File: src/rtl/split_n_pkg.sv
// ============================================================================
// Module : split_pkg
// Brief  : Shared constants, pointer-width helper and mask type for split_n.
// Rev    : 1.0  initial release
// ============================================================================
`default_nettype none

package split_pkg;

  localparam int DEF_WIDTH   = 11;
  localparam int DEF_NUM_OUT = 4;
  localparam int DEF_DEPTH   = 2;
  localparam int DEF_CNT_W   = 16;

  typedef logic [DEF_NUM_OUT-1:0] mask_t;

  function automatic int ptr_w(input int depth);
    return (depth > 1) ? $clog2(depth) : 1;
  endfunction

endpackage

`default_nettype wire

File: src/rtl/split_n_if.sv
// ============================================================================
// Module : split_n_if
// Brief  : Data/control join inputs and per-output channels of split_n.
// Rev    : 1.0  initial release
// ============================================================================
`default_nettype none

interface split_n_if #(
  parameter int WIDTH   = 11,
  parameter int NUM_OUT = 4
);
  logic                     in_valid;
  logic                     in_ready;
  logic [WIDTH-1:0]         in_data;
  logic                     ctrl_valid;
  logic                     ctrl_ready;
  logic [NUM_OUT-1:0]       ctrl_mask;
  logic [NUM_OUT-1:0]       out_valid;
  logic [NUM_OUT-1:0]       out_ready;
  logic [NUM_OUT*WIDTH-1:0] out_data;

  modport slave (
    input  in_valid, in_data, ctrl_valid, ctrl_mask, out_ready,
    output in_ready, ctrl_ready, out_valid, out_data
  );

  modport master (
    output in_valid, in_data, ctrl_valid, ctrl_mask, out_ready,
    input  in_ready, ctrl_ready, out_valid, out_data
  );
endinterface

`default_nettype wire

File: src/rtl/split_n_fifo.sv
// ============================================================================
// Module : split_n_fifo
// Brief  : One per-output FIFO; a push is honoured only while space remains.
// Rev    : 1.0  initial release
// ============================================================================
`default_nettype none

module split_n_fifo
  import split_pkg::*;
#(
  parameter int WIDTH = 11,
  parameter int DEPTH = 2
) (
  input  wire logic             clk,
  input  wire logic             reset,
  input  wire logic             push,
  input  wire logic [WIDTH-1:0] push_data,
  output logic                  has_space,
  input  wire logic             pop,
  output logic                  valid,
  output logic [WIDTH-1:0]      head_data
);

  localparam int PW = ptr_w(DEPTH);
  localparam logic [PW:0] C_DEPTH = (PW+1)'(DEPTH);

  logic [WIDTH-1:0] mem_q [DEPTH];
  logic [PW-1:0]    wr_q, rd_q;
  logic [PW:0]      cnt_q, cnt_d;
  logic             w_push, w_pop;

  assign has_space = (cnt_q < C_DEPTH);
  assign valid     = (cnt_q != '0);
  assign head_data = mem_q[rd_q];
  // full FIFO blocks the push even if a pop happens this cycle
  assign w_push    = push & has_space;
  assign w_pop     = pop & valid;

  always_comb begin
    cnt_d = cnt_q;
    if (w_push && !w_pop)      cnt_d = cnt_q + 1'b1;
    else if (w_pop && !w_push) cnt_d = cnt_q - 1'b1;
  end

  always_ff @(posedge clk or posedge reset) begin
    if (reset) begin
      wr_q  <= '0;
      rd_q  <= '0;
      cnt_q <= '0;
    end else begin
      if (w_push) wr_q <= wr_q + 1'b1;
      if (w_pop)  rd_q <= rd_q + 1'b1;
      cnt_q <= cnt_d;
    end
  end

  always_ff @(posedge clk) begin
    if (w_push) mem_q[wr_q] <= push_data;
  end

endmodule

`default_nettype wire

File: src/rtl/split_n.sv
// ============================================================================
// Module : split_n
// Brief  : Joins a data and a mask token, atomically multicasts into per-output FIFOs.
// Rev    : 1.0  initial release
// ============================================================================
`default_nettype none

module split_n
  import split_pkg::*;
#(
  parameter int WIDTH   = DEF_WIDTH,
  parameter int NUM_OUT = DEF_NUM_OUT,
  parameter int DEPTH   = DEF_DEPTH,
  parameter int CNT_W   = DEF_CNT_W
) (
  input  wire logic       clk,
  input  wire logic       reset,
  split_n_if.slave        bus,
  output logic [CNT_W-1:0] drop_count
);

  logic [NUM_OUT-1:0] w_space;
  logic [NUM_OUT-1:0] w_push;
  logic               w_space_ok;
  logic               w_fire;
  logic [CNT_W-1:0]   drop_q, drop_d;

  // space is judged on registered counts only, keeping in_ready off out_ready
  assign w_space_ok = ~|(bus.ctrl_mask & ~w_space);
  assign w_fire     = bus.in_valid & bus.ctrl_valid & ~reset & w_space_ok;
  assign w_push     = {NUM_OUT{w_fire}} & bus.ctrl_mask;

  assign bus.in_ready   = w_fire;
  assign bus.ctrl_ready = w_fire;
  assign drop_count     = drop_q;

  generate
    for (genvar gi = 0; gi < NUM_OUT; gi++) begin : g_out
      split_n_fifo #(
        .WIDTH (WIDTH),
        .DEPTH (DEPTH)
      ) u_fifo (
        .clk       (clk),
        .reset     (reset),
        .push      (w_push[gi]),
        .push_data (bus.in_data),
        .has_space (w_space[gi]),
        .pop       (bus.out_ready[gi]),
        .valid     (bus.out_valid[gi]),
        .head_data (bus.out_data[gi*WIDTH +: WIDTH])
      );
    end
  endgenerate

  always_comb begin
    drop_d = drop_q;
    if (w_fire && (bus.ctrl_mask == '0) && (drop_q != '1))
      drop_d = drop_q + 1'b1;
  end

  always_ff @(posedge clk or posedge reset) begin
    if (reset) drop_q <= '0;
    else       drop_q <= drop_d;
  end

endmodule

`default_nettype wire

File: src/flat_wrapper.sv
// flat-port wrapper written by rule: the top's interface ports become plain ports
module split_n_flat import split_pkg::*;
#(
  parameter int WIDTH   = DEF_WIDTH,
  parameter int NUM_OUT = DEF_NUM_OUT,
  parameter int DEPTH   = DEF_DEPTH,
  parameter int CNT_W   = DEF_CNT_W
)
  (clk, reset, drop_count, bus_in_valid, bus_in_data, bus_ctrl_valid, bus_ctrl_mask, bus_out_ready, bus_in_ready, bus_ctrl_ready, bus_out_valid, bus_out_data);
  split_n_if #(.WIDTH(WIDTH), .NUM_OUT(NUM_OUT)) bus_i ();
  input  wire logic clk;
  input  wire logic reset;
  output logic [CNT_W-1:0] drop_count;
  input wire logic [$bits(bus_i.in_valid)-1:0] bus_in_valid;
  input wire logic [$bits(bus_i.in_data)-1:0] bus_in_data;
  input wire logic [$bits(bus_i.ctrl_valid)-1:0] bus_ctrl_valid;
  input wire logic [$bits(bus_i.ctrl_mask)-1:0] bus_ctrl_mask;
  input wire logic [$bits(bus_i.out_ready)-1:0] bus_out_ready;
  output wire logic [$bits(bus_i.in_ready)-1:0] bus_in_ready;
  output wire logic [$bits(bus_i.ctrl_ready)-1:0] bus_ctrl_ready;
  output wire logic [$bits(bus_i.out_valid)-1:0] bus_out_valid;
  output wire logic [$bits(bus_i.out_data)-1:0] bus_out_data;
  assign bus_i.in_valid = bus_in_valid;
  assign bus_i.in_data = bus_in_data;
  assign bus_i.ctrl_valid = bus_ctrl_valid;
  assign bus_i.ctrl_mask = bus_ctrl_mask;
  assign bus_i.out_ready = bus_out_ready;
  assign bus_in_ready = bus_i.in_ready;
  assign bus_ctrl_ready = bus_i.ctrl_ready;
  assign bus_out_valid = bus_i.out_valid;
  assign bus_out_data = bus_i.out_data;
  split_n #(.WIDTH(WIDTH), .NUM_OUT(NUM_OUT), .DEPTH(DEPTH), .CNT_W(CNT_W)) u_core (.clk(clk), .reset(reset), .bus(bus_i), .drop_count(drop_count));
endmodule
File: config.mk
export PLATFORM = sky130hd
export DESIGN_NAME = split_n_flat
export DESIGN_NICKNAME = d
export VERILOG_FILES = /design/src/rtl/split_n_pkg.sv /design/src/rtl/split_n_if.sv /design/src/rtl/split_n_fifo.sv /design/src/rtl/split_n.sv /design/src/flat_wrapper.sv
export SDC_FILE = /design/constraint.sdc
export NUM_CORES = 1
export LEC_CHECK = 0
export ABC_AREA = 1
export BUFFER_PORTS_ARGS = -buffer_cell sky130_fd_sc_hd__buf_2
export CAP_MARGIN = 20
export CORE_MARGIN = 2
export CORE_UTILIZATION = 56
export CTS_CLUSTER_DIAMETER = 200
export DETAILED_ROUTE_END_ITERATION = 8
export MAX_ROUTING_LAYER = met4
export PLACE_DENSITY = 0.82
export SLEW_MARGIN = 5
export SYNTH_ARGS = -nofsm -noshare
export SYNTH_HDL_FRONTEND = slang
export SYNTH_HIERARCHICAL = 1
export SYNTH_SLANG_ARGS = --single-unit
File: constraint.sdc
create_clock -name clk -period 2.4 [get_ports clk]
set_input_delay 0.36 -clock clk [delete_from_list [all_inputs] [get_ports clk]]
set_output_delay 0.36 -clock clk [all_outputs]
set_load 0.01 [all_outputs]
==> run_results.csv <==
group,metric,value,unit
detailed_routing,route.detailed.vias_per_inst,5.19,
critical_path,slowest_stage,"sky130_fd_sc_hd__dfrtp_1",
synthesis,synthTopCellsByArea,"sky130_fd_sc_hd__edfxtp_1 (49%), sky130_fd_sc_hd__dfrtp_1 (15%), sky130_fd_sc_hd__mux2_4 (9.0%)",
floorplan,area_of_the_die,10400,um2
synthesis,synth_mux_area_frac,0.115,
cts,cts_tree,"built",
timing,report.final.setup_viol,0,
synthesis,yosys_most_used_dff,"sky130_fd_sc_hd__edfxtp_1",
placement,pre_cts_ws,0.501,ns
timing,finalMaxSlewViolations,0,
final_layout,fin_nets,560,
cts,worstSkewPairLatency,0.51,ns
detailed_routing,vias,3501,
critical_path,critPathRequiredTime,2.04,ns
floorplan,start_util,0.579,
timing,finalClockSkew,0.00865,ns
flow_run,drv.max_cap_violation_count,0,
critical_path,crit_path_cell_trace,"mux2_2 -> buf_2",
cts,clock_tree.root_cell,"sky130_fd_sc_hd__clkbuf_8",
critical_path,timing.critical_path.fanout_max,12,
synthesis,synthesis.area,5350,um2
outcome,status,"finished, final reports clean",
floorplan,io_pins,89,
floorplan,die_width,102,um
critical_path,crit_type,"flip-flop to output port",
timing,final_period_minus_worst_setup_slack,2.23,ns
timing,max-slew-margin-rel,0.522,
floorplan,placeableCoreArea,9240,um2
global_routing,number_of_antenna_violations_at_the_first_check_in_global_routing,0,
timing,setup_slack,0.165,ns
global_routing,grtUsageTotal,0.231,
synthesis,number_of_synthesized_flops_with_an_enable_pin,88,
detailed_routing,route.met3.wl,605,um
timing,tightestPinTransition,0.717,ns
critical_path,start_kind,"flip-flop",
global_routing,largest_net_degree_at_the_start_of_global_routing,18,
synthesis,synth_top_cell_area_share,0.494,
cts,worst_setup_hold_path_clk_slew,0.06,ns
critical_path,cp_top_family,"flip-flops",
min_path,hold_path.class,"input pin to flip-flop",
cts,clock_buffer_count_from_cts,17,
placement,dpl.hpwl,7290,um
timing,min_period_over_period,0.931,
critical_path,timing.critical_path.arrival,1.87,ns
global_routing,grt_pass1_vias,3563,
synthesis,avgSynthCellArea,12.7,um2
power_and_ir_drop,vdd_drop_max,0.630,mV
timing,hold_viol,0,
detailed_routing,drt_first_iter_violations,173,
timing,maxClockFrequency,448,MHz
global_routing,overflow_left_after_global_routing,0,
final_layout,drive_above_1_share,0.347,
placement,place.gp.congestion,0.882,
synthesis,postSynthNetCount,449,
timing,grt_setup_unrepaired,"false",
detailed_routing,drt_wl_total,10800,um
synthesis,ys_seq_area_frac,0.643,
floorplan,floorplan.die.height,102,um
synthesis,ys_warn_count,6,
cts,number_of_gates_given_a_new_drive_strength_after_cts,0,
synthesis,postSynth.asyncResetShare,0.267,
timing,fin_tns_setup,0,ns
synthesis,main_combinational_cell_family_by_area_after_synthesis,"simple AND/OR/NAND/NOR gates",
cts,cts_max_path_buffers,2,
synthesis,yosys.area_share.simple,0.137,
detailed_routing,detail_route.wl_per_cell,16.1,um
detailed_routing,drt-pass1-iter-count,4,
synthesis,postSynthRegisterBits,120,
detailed_routing,wirelength_met1,4280,um
detailed_routing,routed-wl-met2,5700,um
detailed_routing,drt_drc_violations_left,0,
floorplan,floorplan.rows,35,
power_and_ir_drop,static-leakage-power,2.96,nW
final_layout,commonest_non_fill_non_tap_cell_in_the_layout,"sky130_fd_sc_hd__nand2_1",
placement,port_buffers,88,
synthesis,synth.largest_area_cell,"sky130_fd_sc_hd__edfxtp_1",
critical_path,slowest_delay,0.80,ns
global_routing,global_route_wire_length_before_repair,17100,um
critical_path,setup_crit_end_kind,"output port",
detailed_routing,drtAntennaViolNets,0,
power_and_ir_drop,areal_power_density_over_the_cells,983,nW/um2
cts,cts_max_level,4,
synthesis,postSynthCellCount,421,
final_layout,num_antenna_cells,0,
cts,clock_sink_count,120,
synthesis,number_of_distinct_library_cells_after_synthesis,24,
critical_path,worst-path-buf-inv,1,
synthesis,yosys.area_share.xor_xnor,0.0245,
detailed_routing,top_layer_used,"met4",
synthesis,post_synth_fa_ha_maj_area_fraction,0.0117,
final_layout,synthToLayoutAreaGrowth,21.8,%
synthesis,synth_compound_gate_area_share,0.0196,
final_layout,mostFrequentLayoutCells,"sky130_fd_sc_hd__nand2_1 (98), sky130_fd_sc_hd__buf_2 (88), sky130_fd_sc_hd__edfxtp_1 (88)",
[per-layer routing]
metal | GRT usage | vias up
li1 | - | 1643
met3 | 0.0594 | 21
met4 | 0.0988 | 0
met5 | - | -
met1 | 0.255 | 1724
met2 | 0.397 | 113
[per-stage QoR]
stage | std cells | area (um2) | total power [W] | util | hold slack [ns]
floorplan | 421 | 5350 | 0.00367 | - | 0.126
global placement | 641 | 5950 | 0.00403 | 0.644 | 0.303
detailed placement | 641 | 5950 | 0.00409 | 0.644 | 0.308
CTS | 674 | 6520 | 0.00646 | 0.706 | 0.0883
global route | 674 | 6520 | 0.00669 | 0.706 | 0.111
finish | 674 | 6520 | 0.00641 | 0.706 | 0.108
[Yosys cell counts, types with 2 or more instances]
cell type,n
sky130_fd_sc_hd__nor2_4,4
sky130_fd_sc_hd__edfxtp_1,88
sky130_fd_sc_hd__nand4_1,9
sky130_fd_sc_hd__inv_1,47
sky130_fd_sc_hd__nand2_4,2
sky130_fd_sc_hd__dfrtp_1,32
sky130_fd_sc_hd__ha_1,5
sky130_fd_sc_hd__nand3b_1,4
sky130_fd_sc_hd__nand2_2,5
sky130_fd_sc_hd__nand3_1,10
sky130_fd_sc_hd__mux2_2,12
sky130_fd_sc_hd__nor2_1,26
sky130_fd_sc_hd__nand2_1,98
sky130_fd_sc_hd__buf_6,5
sky130_fd_sc_hd__o21ai_0,21
sky130_fd_sc_hd__mux2_4,32
sky130_fd_sc_hd__xor2_1,8
sky130_fd_sc_hd__xnor2_1,7
[tightest hold or removal path, cell delays in order]
cell and delay, ns:
sky130_fd_sc_hd__buf_2 0.09, sky130_fd_sc_hd__nand3b_1 0.07, sky130_fd_sc_hd__nand2_1 0.07
[state kept, by name, summed over array words and instances, names as in the netlist]
name / flops
u_core/g_out.u_fifo/rd_q: 4
u_core/g_out.u_fifo/wr_q: 4
u_core/drop_count: 16
u_core/g_out.u_fifo/cnt_q: 8
u_core/g_out.u_fifo/mem_q: 88
[cell families after synthesis]
group,after synthesis
AOI/OAI and AO/OA,21
muxes,44
adders and majority gates,5
DFF,120
xor gates and xnor gates,15
and+or+nand+nor,160
buffers and inverters,56
[power by group]
group	switching (W)	total, W	internal (W)
Sequential	0.000300	0.00270	0.00240
Clock	0.000950	0.00234	0.00139
Combinational	0.000641	0.00136	0.000723
[timing repair]
item	4_1_cts	5_1_grt
buffers inserted	0	0
hold buffers	1	0
endpoints found under the hold margin	32	0
[final timing paths]
kind                                                       from                         endpoint  slack [ns]  depth (start not counted)
max in group asynchronous                                 reset            u_core/drop_count[12]        1.74                          4
worst min-delay path                           bus_out_ready[1]      u_core/g_out[1].u_fifo/rd_q        0.11                          3
worst max register to register  u_core/g_out[1].u_fifo/cnt_q[1]  u_core/g_out[0].u_fifo/cnt_q[1]        0.44                         15
min in group asynchronous                                 reset      u_core/g_out[0].u_fifo/wr_q        0.35                          3
worst max-delay path                u_core/g_out[0].u_fifo/rd_q                  bus_out_data[4]        0.17                          2
worst min register to register  u_core/g_out[0].u_fifo/cnt_q[1]  u_core/g_out[0].u_fifo/cnt_q[1]        0.48                          2
[cell type report]
type | count | area [um2]
Inverter | 48 | 180
Clock inverter | 15 | 143
Timing Repair Buffer | 100 | 533
Fill cell | 614 | 2720
Sequential cell | 120 | 3440
Clock buffer | 17 | 414
Multi-Input combinational cell | 245 | 1650
Tap cell | 129 | 161
(Power assumes the default switching activity.)
